===== src/rtl/minmax_reduce_pipe.sv =====
// minmax_reduce_pipe
//   Pipelined min/max reducer. Each accepted beat carries LANES unsigned
//   values. A binary compare tree of STAGES registered levels produces the
//   beat extremum and its lane. A frame accumulator then folds the per-beat
//   results over a frame that ends with in_last.
//
// Ports
//   clock        rising-edge clock
//   reset_n      synchronous reset, active-low
//   mode         0 = min, 1 = max; travels with the beat
//   in_valid     beat valid
//   in_ready     beat accepted when in_valid && in_ready
//   in_data      lane k at [k*WIDTH +: WIDTH]
//   in_last      final beat of the frame
//   out_valid    per-beat result valid
//   out_ready    downstream accepts when out_valid && out_ready
//   out_value    beat extremum
//   out_index    winning lane
//   out_last     in_last carried through
//   frame_done   one-cycle pulse: frame_* updated
//   frame_value  frame extremum
//   frame_beat   0-based beat number of the frame winner
//   frame_lane   lane of the frame winner
//   frame_count  beats in the completed frame (saturating)
module minmax_reduce_pipe #(
  parameter  int WIDTH  = 10,
  parameter  int LANES  = 5,
  parameter  int CNTW   = 16,
  localparam int IDXW   = $clog2(LANES),
  localparam int STAGES = $clog2(LANES)
) (
  input  logic                   clock,
  input  logic                   reset_n,
  input  logic                   mode,
  input  logic                   in_valid,
  output logic                   in_ready,
  input  logic [LANES*WIDTH-1:0] in_data,
  input  logic                   in_last,
  output logic                   out_valid,
  input  logic                   out_ready,
  output logic [WIDTH-1:0]       out_value,
  output logic [IDXW-1:0]        out_index,
  output logic                   out_last,
  output logic                   frame_done,
  output logic [WIDTH-1:0]       frame_value,
  output logic [CNTW-1:0]        frame_beat,
  output logic [IDXW-1:0]        frame_lane,
  output logic [CNTW-1:0]        frame_count
);

  // Number of operands entering compare level l.
  function automatic int level_count(input int l);
    return (LANES + (1 << l) - 1) >> l;
  endfunction

  // Registered outputs of each compare level.
  logic [WIDTH-1:0] st_val_reg [STAGES][LANES];
  logic [IDXW-1:0]  st_idx_reg [STAGES][LANES];
  logic             st_vld_reg  [STAGES];
  logic             st_mode_reg [STAGES];
  logic             st_last_reg [STAGES];

  // Operands entering each level and the level's combinational result.
  logic [WIDTH-1:0] src_val [STAGES][LANES];
  logic [IDXW-1:0]  src_idx [STAGES][LANES];
  logic             src_vld  [STAGES];
  logic             src_mode [STAGES];
  logic             src_last [STAGES];
  logic [WIDTH-1:0] nxt_val [STAGES][LANES];
  logic [IDXW-1:0]  nxt_idx [STAGES][LANES];

  logic stall;

  assign out_valid = st_vld_reg[STAGES-1];
  assign out_value = st_val_reg[STAGES-1][0];
  assign out_index = st_idx_reg[STAGES-1][0];
  assign out_last  = st_last_reg[STAGES-1];

  // The whole pipe freezes while the result is held; bubbles are kept.
  assign stall    = out_valid && !out_ready;
  assign in_ready = !stall;

  always_comb begin
    for (int l = 0; l < STAGES; l++) begin
      src_vld[l]  = 1'b0;
      src_mode[l] = 1'b0;
      src_last[l] = 1'b0;
      for (int k = 0; k < LANES; k++) begin
        src_val[l][k] = '0;
        src_idx[l][k] = '0;
        nxt_val[l][k] = '0;
        nxt_idx[l][k] = '0;
      end
    end

    src_vld[0]  = in_valid;
    src_mode[0] = mode;
    src_last[0] = in_last;
    for (int k = 0; k < LANES; k++) begin
      src_val[0][k] = in_data[k*WIDTH +: WIDTH];
      src_idx[0][k] = IDXW'(k);
    end
    for (int l = 1; l < STAGES; l++) begin
      src_vld[l]  = st_vld_reg[l-1];
      src_mode[l] = st_mode_reg[l-1];
      src_last[l] = st_last_reg[l-1];
      for (int k = 0; k < LANES; k++) begin
        src_val[l][k] = st_val_reg[l-1][k];
        src_idx[l][k] = st_idx_reg[l-1][k];
      end
    end

    // Pair (2j, 2j+1); operand a is always the lower lane, so taking b only
    // on a strict win resolves ties to the lowest lane. An unpaired last
    // operand passes through unchanged.
    for (int l = 0; l < STAGES; l++) begin
      for (int j = 0; j < LANES; j++) begin
        if (2*j + 1 < level_count(l)) begin
          if (src_mode[l] ? (src_val[l][2*j+1] > src_val[l][2*j])
                          : (src_val[l][2*j+1] < src_val[l][2*j])) begin
            nxt_val[l][j] = src_val[l][2*j+1];
            nxt_idx[l][j] = src_idx[l][2*j+1];
          end else begin
            nxt_val[l][j] = src_val[l][2*j];
            nxt_idx[l][j] = src_idx[l][2*j];
          end
        end else if (2*j < level_count(l)) begin
          nxt_val[l][j] = src_val[l][2*j];
          nxt_idx[l][j] = src_idx[l][2*j];
        end
      end
    end
  end

  always_ff @(posedge clock) begin
    if (!reset_n) begin
      for (int l = 0; l < STAGES; l++) begin
        st_vld_reg[l]  <= 1'b0;
        st_mode_reg[l] <= 1'b0;
        st_last_reg[l] <= 1'b0;
        for (int k = 0; k < LANES; k++) begin
          st_val_reg[l][k] <= '0;
          st_idx_reg[l][k] <= '0;
        end
      end
    end else if (!stall) begin
      for (int l = 0; l < STAGES; l++) begin
        st_vld_reg[l]  <= src_vld[l];
        st_mode_reg[l] <= src_mode[l];
        st_last_reg[l] <= src_last[l];
        for (int k = 0; k < LANES; k++) begin
          st_val_reg[l][k] <= nxt_val[l][k];
          st_idx_reg[l][k] <= nxt_idx[l][k];
        end
      end
    end
  end

  // ---------------------------------------------------------------------
  // Frame accumulator
  // ---------------------------------------------------------------------
  logic             first_reg;      // next handshake starts a new frame
  logic             acc_mode_reg;   // mode latched from the frame's first beat
  logic [WIDTH-1:0] acc_val_reg;
  logic [IDXW-1:0]  acc_lane_reg;
  logic [CNTW-1:0]  acc_beat_reg;
  logic [CNTW-1:0]  beat_cnt_reg;   // beats handshaken so far in this frame
  logic             frame_done_reg;
  logic [WIDTH-1:0] frame_value_reg;
  logic [CNTW-1:0]  frame_beat_reg;
  logic [IDXW-1:0]  frame_lane_reg;
  logic [CNTW-1:0]  frame_count_reg;

  logic             out_hs;
  logic             better;
  logic             acc_mode_next;
  logic [WIDTH-1:0] acc_val_next;
  logic [IDXW-1:0]  acc_lane_next;
  logic [CNTW-1:0]  acc_beat_next;
  logic [CNTW-1:0]  beat_cnt_next;

  always_comb begin
    out_hs = out_valid && out_ready;
    better = acc_mode_reg ? (out_value > acc_val_reg) : (out_value < acc_val_reg);
    if (first_reg) begin
      acc_mode_next = st_mode_reg[STAGES-1];
      acc_val_next  = out_value;
      acc_lane_next = out_index;
      acc_beat_next = '0;
      beat_cnt_next = CNTW'(1);
    end else begin
      acc_mode_next = acc_mode_reg;
      acc_val_next  = better ? out_value    : acc_val_reg;
      acc_lane_next = better ? out_index    : acc_lane_reg;
      acc_beat_next = better ? beat_cnt_reg : acc_beat_reg;
      beat_cnt_next = (&beat_cnt_reg) ? beat_cnt_reg : beat_cnt_reg + CNTW'(1);
    end
  end

  always_ff @(posedge clock) begin
    if (!reset_n) begin
      first_reg       <= 1'b1;
      acc_mode_reg    <= 1'b0;
      acc_val_reg     <= '0;
      acc_lane_reg    <= '0;
      acc_beat_reg    <= '0;
      beat_cnt_reg    <= '0;
      frame_done_reg  <= 1'b0;
      frame_value_reg <= '0;
      frame_beat_reg  <= '0;
      frame_lane_reg  <= '0;
      frame_count_reg <= '0;
    end else begin
      frame_done_reg <= 1'b0;
      if (out_hs) begin
        acc_mode_reg <= acc_mode_next;
        acc_val_reg  <= acc_val_next;
        acc_lane_reg <= acc_lane_next;
        acc_beat_reg <= acc_beat_next;
        beat_cnt_reg <= beat_cnt_next;
        first_reg    <= out_last;
        if (out_last) begin
          frame_done_reg  <= 1'b1;
          frame_value_reg <= acc_val_next;
          frame_beat_reg  <= acc_beat_next;
          frame_lane_reg  <= acc_lane_next;
          frame_count_reg <= beat_cnt_next;
        end
      end
    end
  end

  assign frame_done  = frame_done_reg;
  assign frame_value = frame_value_reg;
  assign frame_beat  = frame_beat_reg;
  assign frame_lane  = frame_lane_reg;
  assign frame_count = frame_count_reg;

endmodule


===== config.mk =====
export PLATFORM = sky130hd
export DESIGN_NAME = minmax_reduce_pipe
export DESIGN_NICKNAME = d
export VERILOG_FILES = /design/src/rtl/minmax_reduce_pipe.sv
export SDC_FILE = /design/constraint.sdc
export NUM_CORES = 1
export LEC_CHECK = 0
export ABC_AREA = 1
export CAP_MARGIN = 15
export CORE_AREA = 2 2 113 137
export CTS_CLUSTER_DIAMETER = 40
export DETAILED_ROUTE_END_ITERATION = 7
export DIE_AREA = 0 0 115 139
export GPL_TIMING_DRIVEN = 0
export PLACE_DENSITY = 0.85
export SETUP_SLACK_MARGIN = 0.15
export SLEW_MARGIN = 0
export SYNTH_ARGS = -nofsm -noshare
export SYNTH_HDL_FRONTEND = slang
export SYNTH_SLANG_ARGS = --single-unit

===== constraint.sdc =====
create_clock -name clock -period 7.4 [get_ports clock]
set_clock_uncertainty 0.2 [all_clocks]
set_input_delay 1.48 -clock clock [delete_from_list [all_inputs] [get_ports clock]]
set_output_delay 1.48 -clock clock [all_outputs]
set_load 0.02 [all_outputs]

* After elaboration in Yosys (flattened, before gate mapping)
Memories as Yosys holds them, arrays and structs flattened. A register that Yosys moved wholly into a read port is not among the register bits. Index checks and enable logic that the tools add are counted.
Cells by class: reduce and logical (&&, ||, !) cells 9, add/sub/neg operators 1, bitwise operators 27, mux-type cells 53, $lt $le $gt $ge 10
Operators with widths (number):
- $mux 10 | 15
- $mux 16 | 4
- $gt 10x10->1 | 5
- $lt 10x10->1 | 5
- $mux 3 | 10
- $or 1x1->1 | 27
- $mux 1 | 24
- $add 16x1->16 const B | 1
- $reduce_and 16->1 | 1
- $reduce_and 2->1 | 3
- $logic_not 1->1 | 3
- $logic_and 1x1->1 | 2
Storage, ports and cells: logic and storage cells 115, register bits 92, memories kept 5, output and inout bits 62, RAM bits 120
Memories:
- st_val_reg | depth 3, bits a word 30, rd ports 3, clocked after Yosys merged registers in 0, write ports 3, line 57 | logic [WIDTH-1:0] st_val_reg [STAGES][LANES];
- st_idx_reg | depth 3, bits a word 7, rd ports 3, clocked after Yosys merged registers in 0, write ports 3, line 58 | logic [IDXW-1:0] st_idx_reg [STAGES][LANES];
- st_last_reg | depth 3, bits a word 1, rd ports 3, clocked after Yosys merged registers in 0, write ports 3, line 61 | logic st_last_reg [STAGES];
- st_mode_reg | depth 3, bits a word 1, rd ports 3, clocked after Yosys merged registers in 1, write ports 3, line 60 | logic st_mode_reg [STAGES];
- st_vld_reg | depth 3, bits a word 1, rd ports 3, clocked after Yosys merged registers in 0, write ports 3, line 59 | logic st_vld_reg [STAGES];

* Logic depth before layout (Yosys ltp)
Gate-level depths: netlist of run 1.
depth after elaboration 6, gate-level depth with buffers 16, depth with buffers taken out 15

* Least setup slack after synthesis of run 1
Ideal clock, no wire load.
kind in2reg, start input port reset_n, end memory st_idx_reg[0][10] in the netlist's numbering (enable), setup time 0.970 ns, arrival 3.619 ns, data required time 6.230 ns, stages on the path 3, path buffers 2, setup slack 2.611 ns, cell sequence buf_2 clkbuf_1 nand3_1
RTL lines:
- start, declared | line 33 | input logic reset_n,
- end, declared | line 58

* Final worst setup path of run 1
start input port out_ready, end output port in_ready
Between the ends: longest elaborated chain between the ends 3
Ends and longest elaborated chain:
- start, declared | line 40 | input logic out_ready,
- $logic_not 1->1 | line 80 | assign stall = out_valid && !out_ready;
- $logic_and 1x1->1 | line 80
- $logic_not 1->1
- end, declared | line 36 | output logic in_ready,
No other way between the ends.

==> impl_metrics.tcl, run 1 <==
set metrics [dict create \
    met2_length_um 10100 \
    cap_violations 0 \
    rsz0062_at_grt "false" \
    path_buf_inv 3 \
    cpLargestDelayFamily "buffers and inverters" \
    grt_max_degree 56 \
    p_seq_share_pct 42.9 \
    dp_hpwl_um 14900 \
    worst_path_largest_cell_delay_ps 640 \
    power_leakage_nw 4.64 \
    clk_latency_ps 430 \
    n_fill_cell 1087 \
    most-common-layout-cells "nand2_1 (224), inv_1 (155), clkdlybuf4s50_1 (116)" \
    reg2regPathDepth 9 \
    status "completed" \
    wl_met3_um 1260 \
    crit_path_start_kind "input pin" \
    topRoutingLayerUsed "met4" \
    num_vias 7658 \
    antenna_found_initial 0 \
    drtPass1Iterations 5 \
    finalCritPeriodShare_pct 61.2 \
    clockPowerShare_pct 34.4 \
    area_growth_pct 23.0 \
    worstMarginPinSlew_ps 604 \
    cts_setup_buffers 0 \
    slew_viol_final 0 \
    grt_pass1_vias 7178 \
    synthDistinctLibCells 29 \
    synth_area_mm2 0.00869 \
    clk_path_buf_depth 2 \
    endpoint "in_ready" \
    power.density_mw_per_mm2 236 \
    cts_resized 0 \
    syn_nets 1176 \
    initial_core_util_pct 59.0 \
    cts_buffers 17 \
    drt-total-wl_um 20100 \
    ys_seq_area_share_pct 48.3 \
    largest_register_ff_count 60 \
    p_int_mw 1.78 \
    layout_commonest_cell "nand2_1" \
    worstReg2RegStart "st_val_reg[0][13]" \
    io_buffers 116 \
    cts_max_level 4 \
    cp_num_cells 4 \
    nNetsFinal 1312 \
    critPathRequiredTime_ps 5720 \
    switching_power_mw 0.740 \
    total_power_mw 2.52 \
    crit_path_max_fanout 2 \
    std_cell_rows 49 \
    grt.total_usage_pct 25.9 \
    syn_avg_cell_area_um2 8.13 \
    gp_congestion 0.981 \
    synth_seq_cells 171 \
    fp.dieH_um 139 \
    cts_hold_buf 0 \
    drc_errors 0 \
    cpMaxStageDelayCell "clkdlybuf4s50_1" \
    clock-sinks 171 \
    grt_pass1_wl_um 33100 \
    crit_path_end_kind "output port" \
    layout-drive-gt1-share_pct 6.32 \
    wirelength_met1_um 7940 \
    switching_share_pct 29.3 \
    cp_cell_sequence "clkdlybuf4s50_1 > inv_1 > nand2_1 > clkdlybuf4s50_1" \
    syn_inst 1069 \
    yosysWarnings 0 \
    reg2reg_to "st_val_reg[0][55]" \
    num_io_pins 118 \
    die-area_mm2 0.0160 \
    irDropWorstVdd_v 0.000173 \
    p_comb_share_pct 22.6 \
    min_path_type "reg2reg" \
    cts-root-buf "clkbuf_16" \
    setup_viol 0 \
    drt.antenna.violating_nets 0 \
    layout.cells.non_filler 1396 \
    period_minus_slack_ps 4530 \
    post-place-cells 1364 \
    die_w_um 115 \
    finalSetupTns_ps 0 \
    startpoint "out_ready" \
    overflow 0 \
    crit_type "in2out" \
    r2r_slack_ps 4910 \
    first_iter_violations 610 \
    cts_tree "done" \
    cp.arrival_ps 2850 \
    max_slew_margin_pct 59.8 \
    via_per_inst 5.49 \
    antenna_cells 0 \
    hold_viol_final 0 \
    wl_per_cell_um 14.4 \
    cpMostUsedCell "clkdlybuf4s50_1" \
    clkSlewWorstSetupHoldPaths_ps 60 \
    core_mm2 0.0147 \
    timing.fmax_ghz 0.221 \
]
[kinds of logic after synthesis]
logic type                 synth area share, %
buffers and inverters                     9.56
adders and majority gates                 7.35
AOI/OAI and AO/OA                         11.7
DFF                                       48.3
and+or+nand+nor                           22.3
xor gates and xnor gates                 0.807
[worst min path at each step]
| stage | start | endpoint | slack [ps] | depth (start not counted) |
|---|---|---|---|---|
| final | frame_value[8] | frame_value[8] | 250 | 2 |
| after global routing | frame_lane[2] | frame_lane[2] | 260 | 2 |
| after CTS | frame_value[3] | frame_value[3] | 250 | 2 |
| after detailed placement | frame_value[3] | frame_value[3] | 240 | 2 |
| after global placement | frame_value[1] | frame_value[1] | 240 | 2 |
| after floorplan | st_idx_reg[0][0] | st_idx_reg[0][0] | 270 | 2 |
[cell usage after synthesis]
library cell | instances | area, µm²
a21oi_1 | 92 | 460
a21oi_2 | 1 | 8.76
buf_1 | 6 | 22.5
buf_2 | 13 | 65.1
buf_4 | 1 | 7.51
buf_8 | 2 | 30.0
clkbuf_1 | 28 | 105
dfxtp_1 | 94 | 1880
edfxtp_1 | 77 | 2310
ha_1 | 51 | 638
inv_1 | 155 | 582
inv_2 | 5 | 18.8
nand2_1 | 224 | 841
nand2_2 | 3 | 18.8
nand2_4 | 2 | 22.5
nand3_1 | 111 | 556
nand3_2 | 12 | 120
nand4_1 | 13 | 81.3
nand4_4 | 1 | 21.3
nor2_1 | 56 | 210
nor2_2 | 5 | 31.3
nor2_4 | 2 | 22.5
nor3_1 | 2 | 10.0
o211ai_1 | 5 | 37.5
o21a_1 | 4 | 30.0
o21ai_0 | 77 | 385
o21ai_1 | 18 | 90.1
o31ai_1 | 1 | 7.51
xor2_1 | 8 | 70.1
[tightest hold or removal path, stage by stage, from the launching register on]
cell and delay, ps:
dfxtp_1 310, nand2_1 60, nand2_1 40
[per-layer routing]
layer  GRT usage, %  up-vias
li1               -     3799
met1           31.1     3450
met2           43.7      330
met3           4.55       79
met4           13.8        0
met5              0        -
[layout make-up]
cell class	count	area, µm²	share of cell area (%)
Multi-Input combinational cell	688	3670	34.4
Sequential cell	171	4190	39.2
Timing Repair Buffer	117	1190	11.1
Tap cell	178	223	2.08
Buffer	50	230	2.15
Clock inverter	7	90.1	0.843
Clock buffer	25	487	4.55
Inverter	160	601	5.62
[per-stage QoR]
step	hold WS (ps)	worst slack, ps	util (%)	instance area, µm²
floorplan	266	2610	-	8690
global placement	236	1590	68.4	10100
detailed placement	239	2910	68.7	10100
CTS	252	2890	72.6	10700
global route	265	2860	72.6	10700
finish	248	2870	72.6	10700
[power by group through the flow]
stage | logic, mW | clock network [mW] | registers (mW)
after floorplan | 0.385 | 0 | 1.10
final | 0.571 | 0.869 | 1.08
after detailed placement | 0.553 | 0 | 1.10
after global placement | 0.537 | 0 | 1.10
after global routing | 0.631 | 0.914 | 1.09
after CTS | 0.565 | 0.872 | 1.08
Power figures use the tool's default switching activity.
==> inputs of run 2 (changes only) <==
--- a/config.mk
+++ b/config.mk
@@ -7,12 +7,12 @@
 export LEC_CHECK = 0
 export ABC_AREA = 1
 export CAP_MARGIN = 15
-export CORE_AREA = 2 2 113 137
+export CORE_AREA = 2 2 124 150
 export CTS_CLUSTER_DIAMETER = 40
 export DETAILED_ROUTE_END_ITERATION = 7
-export DIE_AREA = 0 0 115 139
+export DIE_AREA = 0 0 126 152
 export GPL_TIMING_DRIVEN = 0
-export PLACE_DENSITY = 0.85
+export PLACE_DENSITY = 0.75
 export SETUP_SLACK_MARGIN = 0.15
 export SLEW_MARGIN = 0
 export SYNTH_ARGS = -nofsm -noshare
==> constraint.sdc (replaced) <==
create_clock -name clock -period 4.11 [get_ports clock]
set_clock_uncertainty 0.2 [all_clocks]
set_input_delay 0.822 -clock clock [delete_from_list [all_inputs] [get_ports clock]]
set_output_delay 0.822 -clock clock [all_outputs]
set_load 0.02 [all_outputs]
==> run 2 against run 1 <==
Non-clock buffer count unchanged. Die area grew 20%. Clock power up 70%. Sequential power increased by 81%. Hold slack improved by 2.4 ps. Critical path type unchanged.
==> impl_metrics.tcl, run 2 (synthesis gave the netlist of run 1 again) <==
set metrics [dict create \
    cts_resized 0 \
    switching_share_pct 30.4 \
    cp.arrival_ps 2170 \
    p_seq_share_pct 44.1 \
    reg2reg_to "st_val_reg[0][84]" \
    timing.fmax_ghz 0.314 \
    clk_path_buf_depth 2 \
    std_cell_rows 54 \
    p_comb_share_pct 22.6 \
    power_leakage_nw 4.62 \
    fp.dieH_um 152 \
    status "completed" \
    gp_congestion 0.900 \
    cts_setup_buffers 0 \
    core_mm2 0.0178 \
    rsz0062_at_grt "false" \
    p_int_mw 3.08 \
    most-common-layout-cells "nand2_1 (224), inv_1 (155), clkdlybuf4s50_1 (116)" \
    crit_path_start_kind "input pin" \
    min_to "frame_value[4]" \
    grt_pass1_vias 6985 \
    worstReg2RegStart "st_val_reg[0][47]" \
    hold-path-cell-count 2 \
    grt.total_usage_pct 21.8 \
    grt_pass1_wl_um 33900 \
    overflow 0 \
    drc_errors 0 \
    grt_max_degree 53 \
    irDropWorstVdd_v 0.000336 \
    crit_path_end_kind "output port" \
    clk_latency_ps 430 \
    drt-total-wl_um 20700 \
    clockPowerShare_pct 33.3 \
    slew_viol_final 0 \
    io_buffers 116 \
    area_growth_pct 23.3 \
    wl_per_cell_um 14.4 \
    die-area_mm2 0.0192 \
    dp_hpwl_um 15800 \
    via_per_inst 5.20 \
    min_from "frame_value[4]" \
    initial_core_util_pct 48.7 \
    cap_violations 0 \
    critPathRequiredTime_ps 3090 \
    reg2regPathDepth 9 \
    switching_power_mw 1.35 \
    first_iter_violations 577 \
    clkSlewWorstSetupHoldPaths_ps 60 \
    finalCritPeriodShare_pct 77.6 \
    clock-sinks 171 \
    min_path_type "reg2reg" \
    finalSetupTns_ps 0 \
    layout.cells.non_filler 1442 \
    layout_commonest_cell "nand2_1" \
    cts-root-buf "clkbuf_16" \
    antenna_cells 0 \
    antenna_found_initial 0 \
    cts_tree "done" \
    drt.antenna.violating_nets 0 \
    post-place-cells 1410 \
    hold_viol_final 0 \
    worstMarginPinSlew_ps 545 \
    cts_buffers 17 \
    power.density_mw_per_mm2 414 \
    r2r_slack_ps 1540 \
    setup_viol 0 \
    period_minus_slack_ps 3190 \
    max_slew_margin_pct 63.7 \
    nNetsFinal 1312 \
    num_io_pins 118 \
    num_vias 7493 \
    drtPass1Iterations 5 \
    largest_register_ff_count 60 \
    die_w_um 126 \
    cts_max_level 4 \
    layout-drive-gt1-share_pct 6.49 \
    final_util_pct 60.0 \
    crit_type "in2out" \
    crit_path_max_fanout 2 \
    cts_hold_buf 0 \
]
[run 2: cell types whose count changed in the layout (fill, tap and decap cells not counted), sizes merged]
cell,before,now
bufinv,2,0
clkinv,4,6
inv,161,164
clkbuf,53,50
[run 2: per-layer routing]
metal | track usage [%] | wire [µm]
met5 | 0 | 0
met4 | 9.21 | 595
met3 | 3.24 | 875
met2 | 37.6 | 10300
met1 | 27.3 | 8920
[run 2: layout make-up]
| cell class | count | area, µm² |
|---|---|---|
| Tap cell | 224 | 280 |
| Sequential cell | 171 | 4190 |
| Clock buffer | 22 | 474 |
| Buffer | 50 | 230 |
| Clock inverter | 10 | 65.1 |
| Timing Repair Buffer | 117 | 1190 |
| Multi-Input combinational cell | 688 | 3670 |
| Inverter | 160 | 601 |
| Fill cell | 1626 | 7130 |
[run 2: per-stage QoR]
step | setup slack, ps | hold slack [ps] | area [µm²] | power (mW)
after CTS | 939 | 254 | 10700 | 4.44
after detailed placement | 868 | 242 | 10200 | 2.98
final | 922 | 250 | 10700 | 4.43
after global placement | 221 | 238 | 10100 | 2.96
after floorplan | 949 | 266 | 8690 | 2.67
after global routing | 879 | 265 | 10700 | 4.65
[run 2: worst max path at each step]
| stage | from | end | slack (ps) | cells past startpoint |
|---|---|---|---|---|
| floorplan | reset_n | st_idx_reg[0][10] | 950 | 3 |
| global placement | reset_n | st_idx_reg[0][1] | 220 | 3 |
| detailed placement | in_data[7] | st_val_reg[0][22] | 870 | 10 |
| CTS | out_ready | in_ready | 940 | 4 |
| global route | out_ready | in_ready | 880 | 4 |
| finish | out_ready | in_ready | 920 | 4 |
[run 2: power by group through the flow]
stage | clock [mW] | combinational [mW] | sequential (mW)
after floorplan | 0 | 0.693 | 1.98
after global placement | 0 | 0.972 | 1.99
after detailed placement | 0 | 0.990 | 1.99
after CTS | 1.49 | 0.997 | 1.95
after global routing | 1.57 | 1.12 | 1.96
final | 1.48 | 0.999 | 1.95
[run 2: critical path: stages]
cell and delay (ps):
clkdlybuf4s50_1 490, inv_1 90, nand2_1 140, clkdlybuf4s50_1 620
